## src/rtl/uart_rx_fifo_if.sv

```systemverilog
// uart_rx_fifo_if
//   Bundles the push/pop strobes, control inputs and status outputs of the
//   UART receive buffer. The clock and reset are not part of the bundle.
//
//   Handshake: WrEn is a one-cycle push strobe from the UART receiver, and
//   WrData is sampled with it. There is no ready back to the receiver. A push
//   into a full buffer with no pop in the same cycle is dropped and sets
//   Overrun. RdEn pops the head entry when Empty=0, and is ignored when
//   Empty=1. RdData is valid whenever Empty=0 (first-word-fall-through).
//
//   Modports:
//     master : the side that drives the strobes and controls (host or bench)
//     slave  : the buffer itself
interface uart_rx_fifo_if #(
   parameter int DATA_BITS  = 8,
   parameter int DEPTH_LOG2 = 4
);
   logic                  WrEn;
   logic [DATA_BITS-1:0]  WrData;
   logic                  RdEn;
   logic [DATA_BITS-1:0]  RdData;
   logic                  Flush;
   logic                  OverrunClr;
   logic [DEPTH_LOG2:0]   Threshold;
   logic                  Empty;
   logic                  Full;
   logic [DEPTH_LOG2:0]   Count;
   logic                  AboveThreshold;
   logic                  Overrun;

   modport master (
      output WrEn, WrData, RdEn, Flush, OverrunClr, Threshold,
      input  RdData, Empty, Full, Count, AboveThreshold, Overrun
   );

   modport slave (
      input  WrEn, WrData, RdEn, Flush, OverrunClr, Threshold,
      output RdData, Empty, Full, Count, AboveThreshold, Overrun
   );
endinterface

```

## src/rtl/uart_rx_fifo.sv

```systemverilog
// uart_rx_fifo
//   Circular byte buffer that sits directly downstream of the UART receiver.
//   The read side is first-word-fall-through. The buffer reports occupancy,
//   a programmable threshold flag and a sticky overrun flag.
//
//   Ports:
//     Clock   : system clock; all state changes on the rising edge
//     ResetN  : asynchronous, active-low reset
//     bus     : uart_rx_fifo_if.slave
//               (WrEn/WrData push, RdEn pop, RdData head byte, Flush,
//                OverrunClr, Threshold, Empty, Full, Count,
//                AboveThreshold, Overrun)
module uart_rx_fifo #(
   parameter int DATA_BITS  = 8,
   parameter int DEPTH_LOG2 = 4
) (
   input  logic           Clock,
   input  logic           ResetN,
   uart_rx_fifo_if.slave  bus
);
   localparam int DEPTH = 1 << DEPTH_LOG2;
   localparam logic [DEPTH_LOG2:0] FULL_COUNT = (DEPTH_LOG2+1)'(DEPTH);

   logic [DATA_BITS-1:0]  mem_q [DEPTH];
   logic [DEPTH_LOG2-1:0] wptr_q, wptr_d;
   logic [DEPTH_LOG2-1:0] rptr_q, rptr_d;
   logic [DEPTH_LOG2:0]   count_q, count_d;
   logic                  overrun_q, overrun_d;

   logic empty, full, pop, push, drop;

   assign empty = (count_q == '0);
   assign full  = (count_q == FULL_COUNT);

   // A pop in the same cycle frees the slot, so a full buffer can still accept
   // a push when it is also being read.
   assign pop  = bus.RdEn & ~empty;
   assign push = bus.WrEn & (~full | pop);
   assign drop = bus.WrEn & ~push;

   always_comb begin
      wptr_d    = wptr_q;
      rptr_d    = rptr_q;
      count_d   = count_q;
      overrun_d = overrun_q;

      // Flush discards pointers and occupancy but leaves the array untouched.
      if (bus.Flush) begin
         wptr_d  = '0;
         rptr_d  = '0;
         count_d = '0;
      end else begin
         if (push) wptr_d = wptr_q + DEPTH_LOG2'(1);
         if (pop)  rptr_d = rptr_q + DEPTH_LOG2'(1);
         case ({push, pop})
            2'b10:   count_d = count_q + (DEPTH_LOG2+1)'(1);
            2'b01:   count_d = count_q - (DEPTH_LOG2+1)'(1);
            default: count_d = count_q;
         endcase
      end

      // Overrun is independent of Flush. Setting it wins over clearing it.
      if (drop)                overrun_d = 1'b1;
      else if (bus.OverrunClr) overrun_d = 1'b0;
   end

   always_ff @(posedge Clock or negedge ResetN) begin
      if (!ResetN) begin
         wptr_q    <= '0;
         rptr_q    <= '0;
         count_q   <= '0;
         overrun_q <= 1'b0;
      end else begin
         wptr_q    <= wptr_d;
         rptr_q    <= rptr_d;
         count_q   <= count_d;
         overrun_q <= overrun_d;
      end
   end

   // The storage array has no reset. Its contents are only meaningful behind
   // the pointers.
   always_ff @(posedge Clock) begin
      if (push && !bus.Flush) mem_q[wptr_q] <= bus.WrData;
   end

   assign bus.RdData         = mem_q[rptr_q];
   assign bus.Empty          = empty;
   assign bus.Full           = full;
   assign bus.Count          = count_q;
   assign bus.AboveThreshold = (count_q >= bus.Threshold);
   assign bus.Overrun        = overrun_q;
endmodule

```

## src/flat_wrapper.sv

```systemverilog
// flat-port wrapper written by rule: the top's interface ports become plain ports
module uart_rx_fifo_flat 
#(
   parameter int DATA_BITS  = 8,
   parameter int DEPTH_LOG2 = 4
)
  (Clock, ResetN, bus_WrEn, bus_WrData, bus_RdEn, bus_Flush, bus_OverrunClr, bus_Threshold, bus_RdData, bus_Empty, bus_Full, bus_Count, bus_AboveThreshold, bus_Overrun);
  uart_rx_fifo_if #(.DATA_BITS(DATA_BITS), .DEPTH_LOG2(DEPTH_LOG2)) bus_i ();
  input  logic Clock;
  input  logic ResetN;
  input wire logic [$bits(bus_i.WrEn)-1:0] bus_WrEn;
  input wire logic [$bits(bus_i.WrData)-1:0] bus_WrData;
  input wire logic [$bits(bus_i.RdEn)-1:0] bus_RdEn;
  input wire logic [$bits(bus_i.Flush)-1:0] bus_Flush;
  input wire logic [$bits(bus_i.OverrunClr)-1:0] bus_OverrunClr;
  input wire logic [$bits(bus_i.Threshold)-1:0] bus_Threshold;
  output wire logic [$bits(bus_i.RdData)-1:0] bus_RdData;
  output wire logic [$bits(bus_i.Empty)-1:0] bus_Empty;
  output wire logic [$bits(bus_i.Full)-1:0] bus_Full;
  output wire logic [$bits(bus_i.Count)-1:0] bus_Count;
  output wire logic [$bits(bus_i.AboveThreshold)-1:0] bus_AboveThreshold;
  output wire logic [$bits(bus_i.Overrun)-1:0] bus_Overrun;
  assign bus_i.WrEn = bus_WrEn;
  assign bus_i.WrData = bus_WrData;
  assign bus_i.RdEn = bus_RdEn;
  assign bus_i.Flush = bus_Flush;
  assign bus_i.OverrunClr = bus_OverrunClr;
  assign bus_i.Threshold = bus_Threshold;
  assign bus_RdData = bus_i.RdData;
  assign bus_Empty = bus_i.Empty;
  assign bus_Full = bus_i.Full;
  assign bus_Count = bus_i.Count;
  assign bus_AboveThreshold = bus_i.AboveThreshold;
  assign bus_Overrun = bus_i.Overrun;
  uart_rx_fifo #(.DATA_BITS(DATA_BITS), .DEPTH_LOG2(DEPTH_LOG2)) u_core (.Clock(Clock), .ResetN(ResetN), .bus(bus_i));
endmodule
```

## config.mk

```make
export PLATFORM = sky130hd
export DESIGN_NAME = uart_rx_fifo_flat
export DESIGN_NICKNAME = d
export VERILOG_FILES = /design/src/rtl/uart_rx_fifo_if.sv /design/src/rtl/uart_rx_fifo.sv /design/src/flat_wrapper.sv
export SDC_FILE = /design/constraint.sdc
export NUM_CORES = 1
export LEC_CHECK = 0
export BUFFER_PORTS_ARGS = -buffer_cell sky130_fd_sc_hd__clkbuf_2
export CAP_MARGIN = 15
export CORE_ASPECT_RATIO = 0.5
export CORE_UTILIZATION = 54
export DETAILED_ROUTE_END_ITERATION = 7
export PLACE_DENSITY = 0.75
export SYNTH_ARGS = -nofsm -noshare
export SYNTH_HDL_FRONTEND = slang
export SYNTH_SLANG_ARGS = --single-unit
```

## constraint.sdc

```tcl
create_clock -name Clock -period 2.43 [get_ports Clock]
set_input_delay 0.486 -clock Clock [delete_from_list [all_inputs] [get_ports Clock]]
set_output_delay 0.486 -clock Clock [all_outputs]
set_load 0.01 [all_outputs]
```

======== Word-level counts from Yosys, hierarchy flattened ========
Memory sizes are Yosys's and may differ from the RTL's.
Index checks and enable logic that the tools add are counted.
storage, ports and cells
  flip-flop bits (word level) ............. 14
  memory bits (writable) .................. 128
  input bits .............................. 19
  output and inout port bits .............. 17
  word-level logic and storage cells ...... 37
  memories ................................ 1
memories
  memory        words  bits a word  read ports  clocked after memory_dff  wr ports  line                text
  u_core.mem_q  16     8            1           0                         1         uart_rx_fifo.sv:24  logic [DATA_BITS-1:0] mem_q [DEPTH];
cells by class
  add/subtract/negate cells ............... 4
  $lt $le $gt $ge ......................... 1
  equality and inequality tests ........... 3
  muxes and demuxes ....................... 10
  bitwise operators ....................... 7
  reductions and logical operators ........ 7
operators by type and width
  operator                                          number
  2-to-1 mux 4 bit                                  4
  one-hot mux 5 bit (2 select lines)                1
  adder 4 x 1 -> 4 bit, second input constant       2
  nonzero test 2 bit                                3
  adder 5 x 1 -> 5 bit, second input constant       1
  == test 5 bit, second input constant              1
  greater-or-equal comparator 5 bit                 1
  zero test 5 bit                                   1
  2-to-1 mux 5 bit                                  1
  subtractor 5 x 1 -> 5 bit, second input constant  1
  2-to-1 mux 1 bit                                  4
  bitwise AND 1 bit                                 3
  inverter 1 bit                                    3
  nonzero test 3 bit                                1
  == test 2 x 1 -> 1 bit, second input constant     1
  == test 2 bit, second input constant              1
  logical AND 1 bit                                 1
  zero test 1 bit                                   1
  bitwise OR 1 bit                                  1

======== Depth between registers and ports, before layout ========
Gate-level depths: netlist (run 1).
  word-level depth ........................ 8
  gate-level depth with buffers ........... 11
  gate-level depth less buffers ........... 10

======== Worst setup path after synthesis (run 1) ========
OpenSTA, ideal clock, no wires.
  path kind ............................... register -> register
  start point ............................. register u_core.count_q[1], in the netlist u_core.bus.Count[1]
  end point ............................... register u_core.count_q[4], in the netlist u_core.bus.Count[4]
  arrival ................................. 2.664 ns
  setup slack ............................. -0.361 ns
  cell stages (with the launch flop) ...... 11
  cell sequence ........................... dfrtp_1 > or4_4 > buf_6 > nor2_1 > nor2_1 > ha_1 > nand2b_1 > a21oi_1 > mux2_2 > a32oi_1 > a21oi_1
between the ends
  longest elaborated chain between the ends .. 8
  elaborated cells on any way between the ends .. 14
  classes of those cells .................. 2 x add/sub; 3 x eq/ne; 2 x mux; 5 x bitwise; 2 x reduce/logical
ends and longest elaborated chain
  item                                                            line                text
  from (decl)                                                     uart_rx_fifo.sv:27  logic [DEPTH_LOG2:0] count_q, count_d;
  from (signal assigned)                                          uart_rx_fifo.sv:76  count_q <= count_d;
  zero test 5 bit (*)                                             uart_rx_fifo.sv:32  assign empty = (count_q == '0);
  named net bus_Empty                                             flat_wrapper.sv:18  output wire logic [$bits(bus_i.Empty)-1:0] bus_Empty;
  inverter 1 bit (*)                                              uart_rx_fifo.sv:37  assign pop = bus.RdEn & ~empty;
  bitwise AND 1 bit (*)                                           uart_rx_fifo.sv:37
  bitwise OR 1 bit                                                uart_rx_fifo.sv:38  assign push = bus.WrEn & (~full | pop);
  bitwise AND 1 bit                                               uart_rx_fifo.sv:38
  == test 2 x 1 -> 1 bit / == test 2 bit (equally long branches)  uart_rx_fifo.sv:55  case ({push, pop})
  one-hot mux 5 bit (2 select lines)                              uart_rx_fifo.sv:55
  2-to-1 mux 5 bit                                                uart_rx_fifo.sv:48  if (bus.Flush) begin
The timed path passes the listed nets; every way through them passes the cells marked *.
A chain may end at the register's enable or synchronous reset.

======== Worst setup path in the final report (run 1) ========
  start point ............................. register u_core.rptr_q[0]
  end point ............................... output port bus_RdData[3]
between the ends
  longest elaborated chain between the ends .. 1
ends and longest elaborated chain
  item                      line                text
  from (decl)               uart_rx_fifo.sv:26  logic [DEPTH_LOG2-1:0] rptr_q, rptr_d;
  from (signal assigned)    uart_rx_fifo.sv:75  rptr_q <= rptr_d;
  memory read (16 x 8 bit)  --
  to (decl)                 flat_wrapper.sv:17  output wire logic [$bits(bus_i.RdData)-1:0] bus_RdData;
Every way passes these cells.

==> run metrics, run 1 <==
outcome=finished with violations; violations in the final reports=negative setup slack; worst-skew pair later-pin latency=~0.41 ns; post-placement setup slack=-0.0845 ns; count of antenna diodes in the layout=0; H-tree depth reported by CTS=4; distinct cell type count of the synthesized netlist=38; fraction of synthesis flops using an asynchronous set or reset pin=0.0986; drt total wl=about 14000 um; type of the most critical hold path=input pin to register; count of boundary I/O pins=36; setup violation total in the final timing report=8; RSZ-0062 raised after global routing=yes; worst slew slack as a fraction of its limit=0.286; Lkg Pwr=~2.6 nW; synth-to-layout area growth=25.7%; pin count of the biggest net entering global routing=33; TritonCTS clock tree=built; Die Area=around 11000 um2; width of the die=~150 um; number of flops mapped to enable cells by yosys=128; post-synthesis instance total=approximately 310; violation count after the first detailed-routing iteration=464; vias in the first global route=~3400; sequential cell fraction of total power=0.386; PwrDens=around 1000 nW/um2; syn_nets=between 300 and 400; IO Port Bufs=35; setup ws final=-0.295 ns; detailed-route via count=between 3000 and 4000; gr ovfl total=0; Die H=~76 um; final-report hold violation count=0; Num CTS Buffers=17; clock root buffer=sky130_fd_sc_hd__clkbuf_16; leading cell type in the layout, fill and taps excluded=sky130_fd_sc_hd__edfxtp_1; ys flop type=sky130_fd_sc_hd__edfxtp_1; clock network fraction of design power=0.359; half-perimeter wire length of the detailed placement result=8360 um; CP max FO=7; global-route wire length before repair=20100 um; fin nets=roughly 440; count of state elements after synthesis=roughly 140; synthesized area=5920 um2; CP Capture Type=primary output; residual antenna-violating net count after detailed routing=0; Clock Pin Slew Worst Setup and Hold Paths=around 0.06 ns; highest ir drop seen on vdd=just under 0.0006 V; final setup skew=about 0.0074 ns; final critical path time including I/O delays and setup=2.73 ns; total number of clock tree sinks=142; leading cell types in the layout, fill and taps excluded=128 x sky130_fd_sc_hd__edfxtp_1, 44 x sky130_fd_sc_hd__buf_4, 40 x sky130_fd_sc_hd__mux4_2; top achievable clock speed=roughly 0.37 GHz; DRC=0; share of total power in combinational logic=0.255; Max Slew Vio Count=0; Worst Path Class, Setup=register to primary output; Via density=just over 6; Synth Warn #=0; mean cell area of the mapped netlist=18.9 um2; utilization after layout=0.713; row count=26; worst path required time=slightly below 2 ns; first-pass detailed-route iteration total=5; max-cap violations=0; initial cell density of the core=0.567; RD Place Congestion=approximately 0.81; fraction of final layout cells with drive strength greater than 1=0.439; antenna violations before repair=0; CP Data Arrival Time=approximately 2.2 ns; fraction of power spent switching nets=0.264; post-detailed-route wirelength per cell=approximately 25 um; placeable core region=about 10000 um2; Worst-Margin Slew=about 1.1 ns; Critical Path Source Type=register; part of the cycle the worst path needs=1.12; net switching power figure=~0.0019 W; sequential area share after synthesis=0.708; number of buffers on the longest clock path=2; overall global routing resource usage=0.255; internal portion of total power=approximately 0.0053 W
==> registers in the layout (all words and copies together) (netlist names) <==
name and cells:
u_core.bus.Count 5, u_core.bus.Overrun 1, u_core.mem_q 128, u_core.rptr_q 4, u_core.wptr_q 4
==> worst paths after layout <==
check	cells past startpoint	slack, ns	to	from
setup reg to reg	9	0.04	u_core.bus.Count[4]$_DFFE_PN0P_	u_core.bus.Count[3]$_DFFE_PN0P_
min in group asynchronous	2	0.52	u_core.rptr_q[3]$_DFFE_PN0P_	ResetN
max in group asynchronous	2	1.61	u_core.bus.Count[1]$_DFFE_PN0P_	ResetN
setup / recovery	5	-0.30	bus_RdData[3]	u_core.rptr_q[0]$_DFFE_PN0P_
hold reg to reg	2	0.53	u_core.bus.Overrun$_DFFE_PN0P_	u_core.bus.Overrun$_DFFE_PN0P_
hold / removal	2	0.26	u_core.bus.Overrun$_DFFE_PN0P_	bus_OverrunClr
==> area by class of cell <==
cell class | count | area, um2
clock inverter | 13 | 164
clock buffer | 19 | 433
timing repair buffer | 89 | 693
tap | 140 | 175
multi-input combinational | 145 | 1740
inverter | 11 | 43.8
fill | 602 | 3000
sequential | 142 | 4200
==> cells in the mapped netlist, types with 3 or more instances <==
master	instances	area, um2
sky130_fd_sc_hd__a21oi_1	6	30.0
sky130_fd_sc_hd__buf_2	5	25.0
sky130_fd_sc_hd__clkbuf_1	7	26.3
sky130_fd_sc_hd__dfrtp_1	14	350
sky130_fd_sc_hd__edfxtp_1	128	3840
sky130_fd_sc_hd__ha_1	13	163
sky130_fd_sc_hd__inv_1	11	41.3
sky130_fd_sc_hd__mux2i_1	3	30.0
sky130_fd_sc_hd__mux4_2	40	901
sky130_fd_sc_hd__nand2_1	9	33.8
sky130_fd_sc_hd__nand2b_1	3	18.8
sky130_fd_sc_hd__nor2_1	30	113
sky130_fd_sc_hd__nor4_1	4	25.0
sky130_fd_sc_hd__o21ai_0	3	15.0
sky130_fd_sc_hd__xnor2_1	5	43.8
sky130_fd_sc_hd__xor2_1	4	35.0
==> cells by family (layout without fill, tap and decap cells) <==
kind of cell	Yosys count	after routing	synth area share
compound gates	17	17	0.0177
xor+xnor	9	9	0.0133
fa+ha+maj	14	14	0.0308
buf+inv	27	132	0.0207
flops	142	142	0.708
mux	44	44	0.159
simple gates	61	61	0.0505
==> what timing repair did <==
item / in CTS / in global routing
endpoints found under the setup margin: 10 / 27
pin swaps: 2 / 4
setup buffers: 1 / 3
cloned: 0 / 3
hold buffers: 1 / 0
gates resized for setup: 5 / 12
hold endpoints to repair: 14 / 0
==> stage by stage <==
step                      power, W  setup TNS [ns]  std cells  hold WS (ns)  cell area (um2)
after floorplan            0.00390         -0.0756        314         0.190             5960
after global routing       0.00750           -2.67        559         0.256             7450
after CTS                  0.00704           -2.37        553         0.251             7280
after detailed placement   0.00440         -0.0845        519         0.420             6640
after global placement     0.00434               0        519         0.407             6640
final                      0.00724           -2.28        559         0.262             7450
==> worst max-delay path, stage by stage (launching register included) <==
cell and delay (ns):
sky130_fd_sc_hd__dfrtp_2 0.37, sky130_fd_sc_hd__buf_12 0.15, sky130_fd_sc_hd__buf_12 0.15, sky130_fd_sc_hd__mux4_2 0.51
sky130_fd_sc_hd__mux4_2 0.51, sky130_fd_sc_hd__clkbuf_2 0.15
==> power groups by stage <==
| stage | clock, W | sequential, W | combinational, W |
|---|---|---|---|
| finish | 0.00260 | 0.00279 | 0.00184 |
| global placement | 0 | 0.00284 | 0.00150 |
| CTS | 0.00263 | 0.00280 | 0.00161 |
| detailed placement | 0 | 0.00285 | 0.00156 |
| floorplan | 0 | 0.00287 | 0.00103 |
| global route | 0.00272 | 0.00280 | 0.00198 |
==> per-layer routing <==
metal / vias to the layer above / global-route usage / wire (um)
met5: - / 0 / 0
met4: 0 / 0.0556 / 121
met3: 14 / 0.0731 / 1330
met2: 209 / 0.399 / 6990
met1: 1757 / 0.362 / 5570
li1: 1435 / - / -
(Power assumes the default switching activity.)
==> run 2: changes to the inputs <==
clock period = 2.3 ns   (was 2.43 ns; I/O delays follow)
==> run 2 against run 1 <==
  * The run still ends with negative setup slack left
  * Largest cell class unchanged
  * Highest routed layer unchanged
  * Wire length decreased by 2.9%
  * Sequential cell count is the same
  * Setup slack got worse by 0.11 ns
  * Largest power group unchanged
==> run metrics, run 2 (same netlist as run 1, synthesis figures left out) <==
setup ws final=-0.406 ns (was -0.295 ns); DRC=0 (unchanged); RD Place Congestion=0.829 (was 0.809); utilization after layout=0.708 (was 0.713); H-tree depth reported by CTS=4 (unchanged); Die H=76.1 um (unchanged); RSZ-0062 raised after global routing=yes (unchanged); post-route setup TNS=-3.16 ns (was -2.28 ns); logic depth of the worst register-to-register path=9 (unchanged); number of buffers on the longest clock path=2 (unchanged); clock root buffer=sky130_fd_sc_hd__clkbuf_16 (unchanged); crit path capture=bus_RdData[0] (was bus_RdData[3]); half-perimeter wire length of the detailed placement result=8050 um (was 8360 um); violations in the final reports=negative setup slack (unchanged); Clock Pin Slew Worst Setup and Hold Paths=0.06 ns (about the same); post-detailed-route wirelength per cell=24.3 um (was 25.1 um); leading cell types in the layout, fill and taps excluded=128 x sky130_fd_sc_hd__edfxtp_1, 43 x sky130_fd_sc_hd__buf_4, 40 x sky130_fd_sc_hd__mux4_2 (was 128 x sky130_fd_sc_hd__edfxtp_1, 44 x sky130_fd_sc_hd__buf_4, 40 x sky130_fd_sc_hd__mux4_2); final setup skew=0.00753 ns (was 0.00738 ns); final critical path time including I/O delays and setup=approximately 2.7 ns; type of the most critical hold path=input pin to register (unchanged); worst path required time=1.84 ns (was 1.94 ns); final-report hold violation count=0 (unchanged); clock network fraction of design power=0.334 (was 0.359); max-cap violations=0 (unchanged); top achievable clock speed=between 0.3 and 0.4 GHz; antenna violations before repair=0 (unchanged); PwrDens=1010 nW/um2 (was 972 nW/um2); worst hold slack after final layout=0.230 ns (was 0.262 ns); width of the die=150 um (unchanged); highest ir drop seen on vdd=0.000793 V (was 0.000581 V); CP Data Arrival Time=2.25 ns (was 2.24 ns); gr ovfl total=0 (unchanged); placed cells=518 (was 519); global-route wire length before repair=19500 um (was 20100 um); flop2flop setup slack=-0.04 ns (was 0.04 ns); sequential cell fraction of total power=0.395 (was 0.386); flip-flop count of the largest register after layout=128 (unchanged); setup violation total in the final timing report=9 (was 8); count of boundary I/O pins=36 (unchanged); Via density=6.09 (was 6.11); Lkg Pwr=2.60 nW (was 2.62 nW); Die Area=11400 um2 (unchanged); count of antenna diodes in the layout=0 (unchanged); leading cell type in the layout, fill and taps excluded=sky130_fd_sc_hd__edfxtp_1 (unchanged); Worst Path Class, Setup=register to primary output (unchanged); CP max FO=6 (was 7); synth-to-layout area growth=24.8% (was 25.7%); worst slew slack as a fraction of its limit=0.214 (was 0.286); overall global routing resource usage=0.248 (was 0.255); total number of clock tree sinks=142 (unchanged); non-filler cells, final=560 (was 559); placeable core region=10400 um2 (unchanged); pin count of the biggest net entering global routing=21 (was 33); share of total power in combinational logic=0.272 (was 0.255); first-pass detailed-route iteration total=5 (unchanged); Num CTS Buffers=17 (unchanged); Crit. Startpoint=u_core.rptr_q[0]$_DFFE_PN0P_ (unchanged); CP Capture Type=primary output (unchanged); outcome=finished with violations (unchanged); residual antenna-violating net count after detailed routing=0 (unchanged); row count=26 (unchanged); Critical Path Source Type=register (unchanged); IO Port Bufs=35 (unchanged); total power=0.00748 W (was 0.00724 W); drt total wl=13600 um (was 14000 um); worst-skew pair later-pin latency=0.42 ns (was 0.41 ns); fin nets=440 (was 439); violation count after the first detailed-routing iteration=344 (was 464); fraction of power spent switching nets=0.271 (was 0.264); fraction of final layout cells with drive strength greater than 1=0.431 (was 0.439); reg2reg start=u_core.bus.Count[3]$_DFFE_PN0P_ (unchanged); register with the most flip-flops=u_core.mem_q (unchanged); vias in the first global route=3449 (was 3421); internal portion of total power=0.00545 W (was 0.00533 W); part of the cycle the worst path needs=1.18; TritonCTS clock tree=built (unchanged); detailed-route via count=3408 (was 3415); Max Slew Vio Count=0 (unchanged); initial cell density of the core=0.567 (unchanged); net switching power figure=0.00203 W (was 0.00191 W); Worst-Margin Slew=1.17 ns (was 1.06 ns); capture point of the worst reg-to-reg path=u_core.bus.Count[4]$_DFFE_PN0P_ (unchanged)
-- run 2: changes by cell type in the layout (fill, tap and decap cells not counted), moves of 2 or more --
cell,previous run,this run
sky130_fd_sc_hd__bufinv_16,3,1
sky130_fd_sc_hd__inv_6,3,1
sky130_fd_sc_hd__buf_6,2,5
sky130_fd_sc_hd__clkbuf_2,34,32
sky130_fd_sc_hd__clkbuf_1,2,4
-- run 2: layout make-up --
class	count	area [um2]
sequential	142	4200
fill	608	3050
clock buffer	21	440
clock inverter	11	93.8
timing repair buffer	90	714
inverter	11	43.8
multi-input combinational	145	1730
tap	140	175
-- run 2: timing repair --
action,CTS,global route
setup endpoints to repair,10,12
gates cloned,0,3
gates resized for setup,8,13
pin swaps,5,1
setup buffers,3,3
hold buffers,1,0
endpoints found under the hold margin,14,0
-- run 2: worst min path at each step --
stage                   start                               to  cells after the start
2_1_floorplan          ResetN  u_core.bus.Count[0]$_DFFE_PN0P_                      0
3_3_place_gp           ResetN  u_core.bus.Count[0]$_DFFE_PN0P_                      1
3_5_place_dp           ResetN     u_core.rptr_q[1]$_DFFE_PN0P_                      1
4_1_cts        bus_OverrunClr   u_core.bus.Overrun$_DFFE_PN0P_                      2
5_1_grt        bus_OverrunClr   u_core.bus.Overrun$_DFFE_PN0P_                      2
6_report       bus_OverrunClr   u_core.bus.Overrun$_DFFE_PN0P_                      2
-- run 2: power groups by stage --
stage | Sequential [W] | Clock (W) | Combinational (W)
floorplan | 0.00304 | 0 | 0.00109
global placement | 0.00300 | 0 | 0.00167
detailed placement | 0.00301 | 0 | 0.00171
CTS | 0.00296 | 0.00250 | 0.00182
global route | 0.00296 | 0.00262 | 0.00217
finish | 0.00295 | 0.00249 | 0.00203
-- run 2: through the flow --
stage / instance area, um2 / setup WS [ns]
floorplan: 5970 / -0.206
global placement: 6650 / -0.0558
detailed placement: 6650 / -0.164
CTS: 7240 / -0.419
global route: 7400 / -0.459
finish: 7400 / -0.406
-- run 2: routing by layer --
| layer | track usage | share of wire |
|---|---|---|
| met3 | 0.0635 | 0.092 |
| met4 | 0.0970 | 0.026 |
| met1 | 0.340 | 0.40 |
| met5 | 0 | 0 |
| met2 | 0.388 | 0.49 |
-- run 2: critical path, stage by stage, from the launching register on --
cell,delay [ns]
sky130_fd_sc_hd__dfrtp_2,0.40
sky130_fd_sc_hd__buf_6,0.14
sky130_fd_sc_hd__clkbuf_16,0.16
sky130_fd_sc_hd__mux4_2,0.49
sky130_fd_sc_hd__mux4_2,0.49
sky130_fd_sc_hd__clkbuf_2,0.15
==> run 3: changes to the inputs <==
BUFFER_PORTS_ARGS = unset   (was -buffer_cell sky130_fd_sc_hd__clkbuf_2)
CORE_UTILIZATION = 57   (was 54)
DONT_BUFFER_PORTS = 1   (was unset)
==> run 3 against run 2 <==
  * Wire length grew 4.4%
  * Clock-buffer cell count shrank 2
  * Total power grew 3.5%
  * Setup slack gained 0.061 ns
  * Register-to-register slack improved by 0.03 ns
  * Global-route usage is 1.8 points higher
  * Sequential power is essentially flat
  * Final cell count decreased by 11%
  * Clock skew is 0.0023 ns higher
  * Critical path depth fell by 1
  * The run still ends with negative setup slack left
  * First-iteration DRC count is 12% lower
  * Clock power up 18%
==> run metrics, run 3 (same netlist as run 1, synthesis figures left out) <==
CP Capture Type=primary output (unchanged); gr ovfl total=0 (unchanged); outcome=finished with violations (unchanged); post-detailed-route wirelength per cell=28.6 um (was 24.3 um); min-delay src=bus_Flush (was bus_OverrunClr); antenna violations before repair=0 (unchanged); worst slew slack as a fraction of its limit=0.456 (was 0.214); endpoint with the worst hold slack=u_core.bus.Count[2]$_DFFE_PN0P_ (was u_core.bus.Overrun$_DFFE_PN0P_); maximum single-stage delay on the critical path=0.55 ns (was 0.49 ns); top achievable clock speed=0.378 GHz (was 0.370 GHz); RSZ-0062 raised after global routing=yes (unchanged); number of buffers on the longest clock path=2 (unchanged); part of the cycle the worst path needs=1.15 (was 1.18); total number of clock tree sinks=142 (unchanged); final setup skew=0.00982 ns (was 0.00753 ns); total power=0.00774 W (was 0.00748 W); flop2flop setup slack=-0.01 ns (was -0.04 ns); placed standard-cell area=6290 um2 (was 6650 um2); clock root buffer=sky130_fd_sc_hd__clkbuf_16 (unchanged); detailed-route via count=3255 (was 3408); RD Place Congestion=0.792 (was 0.829); residual antenna-violating net count after detailed routing=0 (unchanged); vias in the first global route=3182 (was 3449); capture point of the worst reg-to-reg path=u_core.bus.Count[4]$_DFFE_PN0P_ (unchanged); worst path required time=1.84 ns (about the same); max-cap violations=0 (unchanged); Worst Path Class, Setup=register to primary output (unchanged); PwrDens=1090 nW/um2 (was 1010 nW/um2); logic depth of the worst register-to-register path=9 (unchanged); first-pass detailed-route iteration total=5 (unchanged); hold depth=1 (was 2); Num CTS Buffers=17 (unchanged); placeable core region=9760 um2 (was 10400 um2); Lkg Pwr=2.35 nW (was 2.60 nW); type of the most critical hold path=input pin to register (unchanged); final critical path time including I/O delays and setup=2.64 ns (was 2.71 ns); overall global routing resource usage=0.266 (was 0.248); Die Area=10800 um2 (was 11400 um2); count of filler cells inserted in the layout=577 (was 608); count of boundary I/O pins=36 (unchanged); setup violation total in the final timing report=9 (unchanged); Max Slew Vio Count=0 (unchanged); worst-skew pair later-pin latency=0.43 ns (was 0.42 ns); setup ws final=-0.345 ns (was -0.406 ns); count of antenna diodes in the layout=0 (unchanged); half-perimeter wire length of the detailed placement result=7770 um (was 8050 um); leading cell type in the layout, fill and taps excluded=sky130_fd_sc_hd__edfxtp_1 (unchanged); leading cell types in the layout, fill and taps excluded=128 x sky130_fd_sc_hd__edfxtp_1, 40 x sky130_fd_sc_hd__mux4_2, 22 x sky130_fd_sc_hd__buf_4 (was 128 x sky130_fd_sc_hd__edfxtp_1, 43 x sky130_fd_sc_hd__buf_4, 40 x sky130_fd_sc_hd__mux4_2); fraction of final layout cells with drive strength greater than 1=0.363 (was 0.431); row count=25 (was 26); worst-path cell chain=buf_12 -> buf_12 -> mux4_2 -> mux4_2 (was buf_6 -> clkbuf_16 -> mux4_2 -> mux4_2 -> clkbuf_2); highest ir drop seen on vdd=0.000685 V (was 0.000793 V); IO Port Bufs=0 (was 35); Critical Path Source Type=register (unchanged); violation count after the first detailed-routing iteration=303 (was 344); H-tree depth reported by CTS=4 (unchanged); reg2reg start=u_core.bus.Count[3]$_DFFE_PN0P_ (unchanged); final-report hold violation count=0 (unchanged); utilization after layout=0.728 (was 0.708); drt total wl=14200 um (was 13600 um); initial cell density of the core=0.607 (was 0.567); area of the multi-input gates=1730 um2 (unchanged); area used by sequential logic in the layout=4200 um2 (unchanged); global-route wire length before repair=19400 um (was 19500 um); violations in the final reports=negative setup slack (unchanged); flip-flop count of the largest register after layout=128 (unchanged); Clock Pin Slew Worst Setup and Hold Paths=0.06 ns (about the same); TritonCTS clock tree=built (unchanged); pin count of the biggest net entering global routing=33 (was 21); register with the most flip-flops=u_core.mem_q (unchanged); CP Data Arrival Time=2.18 ns (was 2.25 ns); Worst-Margin Slew=0.813 ns (was 1.17 ns); CP max FO=9 (was 6); synth-to-layout area growth=19.9% (was 24.8%); Via density=6.56 (was 6.09); DRC=0 (unchanged); master of the slowest instance on the critical path=sky130_fd_sc_hd__mux4_2 (unchanged); width of the die=146 um (was 150 um); Die H=74.1 um (was 76.1 um); fin nets=381 (was 440); post-route design area=7110 um2 (was 7400 um2)
==> run 3: layout make-up <==
class                   count  area share
clock buffers              19      0.0609
multi-input cells         145       0.244
clock inverters            13      0.0264
repair buffers             31      0.0481
flip-flops and latches    142       0.591
well taps                 135      0.0238
inverters                  11     0.00652
==> run 3: routing by layer <==
layer,track usage,routed length [um],vias up
met2,0.418,6710,227
met3,0.0779,1310,22
met1,0.369,5950,1691
li1,-,-,1315
met5,0,0,-
met4,0.0856,228,0
==> run 3: metrics by stage <==
step	TNS, ns	worst slack, ns	std cells	hold WS [ns]
floorplan	-0.206	-0.206	314	0.164
finish	-2.62	-0.345	496	0.101
global route	-3.18	-0.376	496	0.0873
global placement	0	0.000133	454	0.165
detailed placement	-0.0395	-0.0395	456	0.165
CTS	-2.49	-0.346	489	0.0886
==> run 3: power by group <==
group	total [W]	switching [W]	internal, W
combinational	0.00184	0.000899	0.000941
sequential	0.00295	0.0000576	0.00289
clock	0.00294	0.00112	0.00182
==> run 3: worst max-delay path by stage <==
stage	from	endpoint	slack, ns	cells past startpoint
2_1_floorplan	u_core.bus.Count[3]$_DFFE_PN0P_	u_core.bus.Count[4]$_DFFE_PN0P_	-0.21	10
3_3_place_gp	u_core.bus.Count[3]$_DFFE_PN0P_	u_core.bus.Count[4]$_DFFE_PN0P_	0.0001	9
3_5_place_dp	u_core.bus.Count[3]$_DFFE_PN0P_	u_core.bus.Count[4]$_DFFE_PN0P_	-0.04	9
4_1_cts	u_core.rptr_q[0]$_DFFE_PN0P_	bus_RdData[1]	-0.35	3
5_1_grt	u_core.rptr_q[0]$_DFFE_PN0P_	bus_RdData[6]	-0.38	4
6_report	u_core.rptr_q[0]$_DFFE_PN0P_	bus_RdData[5]	-0.34	4
==> run 3: worst max-delay path: cells and delay by family (launching register included) <==
family | cells | cell delay [ns]
flops | 1 | 0.37
buf+inv | 2 | 0.30
mux | 2 | 1.09
==> run 3: what timing repair did <==
item,in CTS,in global routing
gates resized for setup,5,14
hold buffers,1,0
cloned,0,3
endpoints found under the setup margin,10,61
pin swaps,3,2
hold endpoints to repair,14,0
buffers inserted,0,4
